## src/rtl/priority_encoder_16_4_seq.sv

```systemverilog
// Sequential 16->4 priority encoder: captures a request vector and emits
// pending indices lowest-first, one per handshake, tagging prime indices.
module priority_encoder_16_4_seq #(
  parameter logic [15:0] PRIME_MASK = 16'h28AC
) (
  input  logic        clk,
  input  logic        rst_n,
  input  logic [15:0] req,
  input  logic        load,
  input  logic        out_ready,
  output logic [3:0]  code,
  output logic        out_valid,
  output logic        is_prime,
  output logic        busy,
  output logic        none,
  output logic [4:0]  count
);

  typedef enum logic {IDLE = 1'b0, EMIT = 1'b1} state_t;

  state_t      state, state_nxt;
  logic [15:0] pend, pend_nxt;
  logic        none_nxt;
  logic [3:0]  low_idx;
  logic [4:0]  pop;

  // Outputs come only from pend/state; pend is zero in IDLE so code/count idle at 0.
  always_comb begin
    low_idx = 4'd0;
    pop     = 5'd0;
    for (int i = 15; i >= 0; i--) begin
      if (pend[i]) low_idx = 4'(i);
    end
    for (int i = 0; i < 16; i++) begin
      pop = pop + 5'(pend[i]);
    end
  end

  assign out_valid = (state == EMIT);
  assign busy      = (state == EMIT);
  assign code      = low_idx;
  assign count     = pop;
  assign is_prime  = out_valid & PRIME_MASK[low_idx];

  always_comb begin
    state_nxt = state;
    pend_nxt  = pend;
    none_nxt  = 1'b0;
    case (state)
      IDLE: begin
        if (load) begin
          if (req != 16'h0000) begin
            pend_nxt  = req;
            state_nxt = EMIT;
          end else begin
            none_nxt = 1'b1;
          end
        end
      end
      EMIT: begin
        if (out_ready) begin
          pend_nxt = pend & ~(16'h0001 << low_idx);
          if (pend_nxt == 16'h0000) state_nxt = IDLE;
        end
      end
      default: state_nxt = IDLE;
    endcase
  end

  always_ff @(posedge clk) begin
    if (!rst_n) begin
      state <= IDLE;
      pend  <= 16'h0000;
      none  <= 1'b0;
    end else begin
      state <= state_nxt;
      pend  <= pend_nxt;
      none  <= none_nxt;
    end
  end

endmodule

```

## config.mk

```make
export PLATFORM = sky130hd
export DESIGN_NAME = priority_encoder_16_4_seq
export DESIGN_NICKNAME = d
export VERILOG_FILES = /design/src/rtl/priority_encoder_16_4_seq.sv
export SDC_FILE = /design/constraint.sdc
export NUM_CORES = 1
export LEC_CHECK = 0
export CORE_MARGIN = 5
export CORE_UTILIZATION = 45
export CTS_CLUSTER_DIAMETER = 50
export DETAILED_ROUTE_END_ITERATION = 10
export PLACE_DENSITY_LB_ADDON = 0.05
export REMOVE_ABC_BUFFERS = 1
export SLEW_MARGIN = 10
export SYNTH_ARGS = -nofsm -noshare
export SYNTH_HDL_FRONTEND = slang
export SYNTH_SLANG_ARGS = --single-unit
```

## constraint.sdc

```tcl
create_clock -name clk -period 7.3 [get_ports clk]
set_clock_uncertainty 0.15 [all_clocks]
set_input_delay 1.46 -clock clk [delete_from_list [all_inputs] [get_ports clk]]
set_output_delay 1.46 -clock clk [all_outputs]
set_load 0.02 [all_outputs]
```

==> reports/results.ini, run 1 <==
[timing]
final-max-slew-violation-count = 0
finalCriticalPeriod_ps = 5910
hold_violations = 0
max_freq_mhz = 169
setup_tns_ps = 0
post-route-period-util_pct = 80.9
worst-slew-pin-transition_ps = 1210
setup_viol_count_final = 0
worst_slew_margin_rel_pct = 19.2
rsz0062_at_grt = false

[global_route]
grt_max_degree = 24
grt_antenna_before_repair = 0
grt_pass1_vias = 1635
grt-ovfl-total = 0
track_usage_pct = 19.1
wire_length_of_the_first_global_routing_pass_um = 7900

[critical_path]
cp_common_cell = fa_1
max_stage_delay_ps = 600
endpoint_kind = primary output
number_of_buffers_and_inverters_on_the_critical_path = 4
critical-path-top-delay-family = adder cells
criticalPathCategory = reg -> out
cp_data_arrival_time_ps = 4300
crit_path_cell_trace = inv_1, fa_1, fa_1, fa_1, fa_1, inv_1, ha_1, inv_1, fa_1, nor2b_1, o21a_1, clkdlybuf4s50_1
worst_ep_required_ps = 5690
critical_path.slowest_cell = clkdlybuf4s50_1
cp_max_fo = 7
worst_setup_sp_type = flop

[logic_synthesis]
synth_sequential_area_ratio_pct = 21.0
synth-edff-count = 0
number_of_distinct_library_cells_after_synthesis = 47
synth_largest_type_area_fraction_pct = 21.0
post_synth_instance_area_um2 = 1720
synth-seq-cells = 18
ys_dominant_reg_cell = dfxtp_1
post_synth_main_area_contributors = dfxtp_1 21%, fa_1 12%, inv_1 4.8%, nand2_1 4.8%, o21ai_0 4.7%
synth_area_leader_cell = dfxtp_1
async_reset_ff_share_pct = 0
syn-instance-count = 213
synth_area_per_cell_um2 = 8.06
synth_warnings = 0

[pwr]
peakVddDrop_mv = 0.102
leakage_uw = 0.000792
power_density_nw_per_um2 = 234
power.share.sequential_pct = 26.2
clkPwrFrac_pct = 14.6
tot_pwr_uw = 480
total_net_switching_power_uw = 209
internal_power_uw = 270
swShare_pct = 43.6
proportion_of_power_drawn_by_combinational_gates_pct = 59.2

[routing]
drt_wl_total_um = 4760
drc = 0
postRouteAntennaNets = 0
routed-via-count = 1660
drt-vias-per-instance = 5.85
detail_route.first_pass.iterations = 4
drtIter0Drc = 131
avgRoutedWirePerCell_um = 16.8

[floorplan]
die_width_um = 71.8
design.die.area_um2 = 5150
ios = 33
core_um2 = 3690
die_height_um = 71.8
initial_core_util_pct = 46.5
placementRows = 22

[clock_tree]
postCtsSetupBuffers = 0
count_of_h_tree_levels_built_during_cts = 1
post_cts_resized = 0
clock_tree_from_tritoncts = yes
cts.root.buffer_cell = clkbuf_8
clkTransAtPathRegs_ps = 70
total_clock_buffers_created_by_cts = 3
cts_hold_fix_bufs = 0
clk-insertion-delay-late_ps = 250
clock_path_buffers = 2
numClockSinks = 18

[final_layout]
instances_no_fill = 284
antenna_cells_inserted = 0
growth_of_design_area_from_synthesis_to_finish_pct = 19.3
final_net_count = 273
fraction_of_final_layout_cells_with_drive_strength_greater_than_1_pct = 7.20

[hold_path]
holdCritPathClass = reg -> reg

[run_status]
status = complete, no violations

[job]
drv.max_cap_violation_count = 0

[placed_design]
port_buffers = 32
dpl.hpwl_um = 3680
placedCellCount = 281
gp_congestion = 0.858

-- sequential cells by signal, summed over array words and instances, names as in the netlist --
| signal | cells |
|---|---|
| busy | 1 |
| none | 1 |
| pend | 16 |
-- per-layer routing --
metal	global-route usage [%]	part of all wire (%)
met1	27.2	46
met2	29.6	46
met3	1.96	5.7
met4	6.89	1.6
met5	0	0
-- per-stage QoR --
step / util (%) / setup WS [ps] / hold WS [ps] / instance area (um^2)
detailed placement: 54.4 / 1690 / 394 / 2010
global route: 55.5 / 1220 / 444 / 2050
CTS: 55.5 / 1400 / 403 / 2050
global placement: 54.4 / 1780 / 393 / 2010
finish: 55.5 / 1390 / 413 / 2050
floorplan: - / 2290 / 336 / 1630
-- synthesized netlist by cell type (3+ instances only) --
cell type	number
a2bb2oi_1	3
inv_1	22
dfxtp_1	18
o31a_2	3
o31a_1	3
nor2_1	14
a21boi_0	9
ha_1	5
buf_4	4
clkbuf_1	4
or4_4	3
nand2_1	22
or2_2	3
a21oi_1	11
nand2b_1	5
buf_6	3
fa_1	10
nor2b_1	5
nand3_1	5
o21ai_0	16
nor4_1	7
-- cells by family (layout without fill, tap and decap cells) --
logic type,after synthesis,count (layout),synth area share [%]
AO/OA/AOI/OAI,66,66,27.2
XOR/XNOR,2,2,1.02
adder cells (fa/ha/maj),15,15,15.3
buffers and inverters,34,57,10.1
flip-flops,18,18,21.0
multiplexers,2,2,1.17
AND/OR/NAND/NOR,76,76,24.3
-- power groups by stage --
stage / sequential [uW] / clock [uW] / combinational, uW
CTS: 125 / 71.3 / 285
global placement: 126 / 0 / 280
finish: 126 / 70.2 / 284
floorplan: 123 / 0 / 183
detailed placement: 127 / 0 / 284
global route: 127 / 74.3 / 314
-- cell usage in the layout, fill, tap and decap left out, drive strengths merged, types with 2 or more instances in the layout --
cell	netlist	layout
nor2	14	14
nor3	2	2
fa	10	10
a2111oi	2	2
ha	5	5
xnor2	2	2
o21a	2	2
nand2	22	22
nor4	8	8
nand2b	5	5
a21boi	9	9
a21oi	11	11
or2	3	3
a211oi	2	2
o31a	6	6
nor2b	5	5
or4	3	3
o211ai	2	2
clkdlybuf4s50	1	32
nand4	2	2
a21o	2	2
clkbuf	4	3
a221o	2	2
nand3	5	5
a221oi	2	2
nor3b	2	2
o21ai	17	17
and2	2	2
nand3b	2	2
inv	22	22
a2bb2oi	3	3
mux2i	2	2
dfxtp	18	18
-- area by class of cell --
class / count / area, um^2
clock buffers: 3 / 41.3
fillers: 386 / 1640
inverters: 22 / 82.6
multi-input cells: 161 / 1180
flip-flops and latches: 18 / 360
well taps: 48 / 60.1
repair buffers: 32 / 320
-- final timing paths --
path                         startpoint               endpoint  slack (ps)  cells after the start
hold / removal    pend[14]$_SDFFE_PN0P_  pend[14]$_SDFFE_PN0P_         410                      2
hold reg to reg   pend[14]$_SDFFE_PN0P_  pend[14]$_SDFFE_PN0P_         410                      2
setup reg to reg        busy$_SDFF_PN0_   pend[1]$_SDFFE_PN0P_        4370                      4
setup / recovery   pend[7]$_SDFFE_PN0P_               count[4]        1390                     12
-- tightest hold or removal path, cell delays in order, from the launching register on --
cell and delay [ps]:
dfxtp_1 350, o21ai_0 90, a21boi_0 80
(Power assumes the default switching activity.)
==> inputs of run 2 (changes only) <==
==> constraint.sdc (replaced) <==
create_clock -name clk -period 5.9 [get_ports clk]
set_clock_uncertainty 0.15 [all_clocks]
set_input_delay 1.18 -clock clk [delete_from_list [all_inputs] [get_ports clk]]
set_output_delay 1.18 -clock clk [all_outputs]
set_load 0.02 [all_outputs]
==> results of run 2 <==
The final DEF is identical to that of run 1. Status: complete, no violations.
Main changes from that run: setup slack after placement 1690 ps -> 573 ps; setup slack after layout 1390 ps -> 274 ps; register-to-register setup slack 4370 ps -> 2970 ps; total power 480 uW -> 594 uW; worst IR drop on VDD 0.102 mV -> 0.126 mV
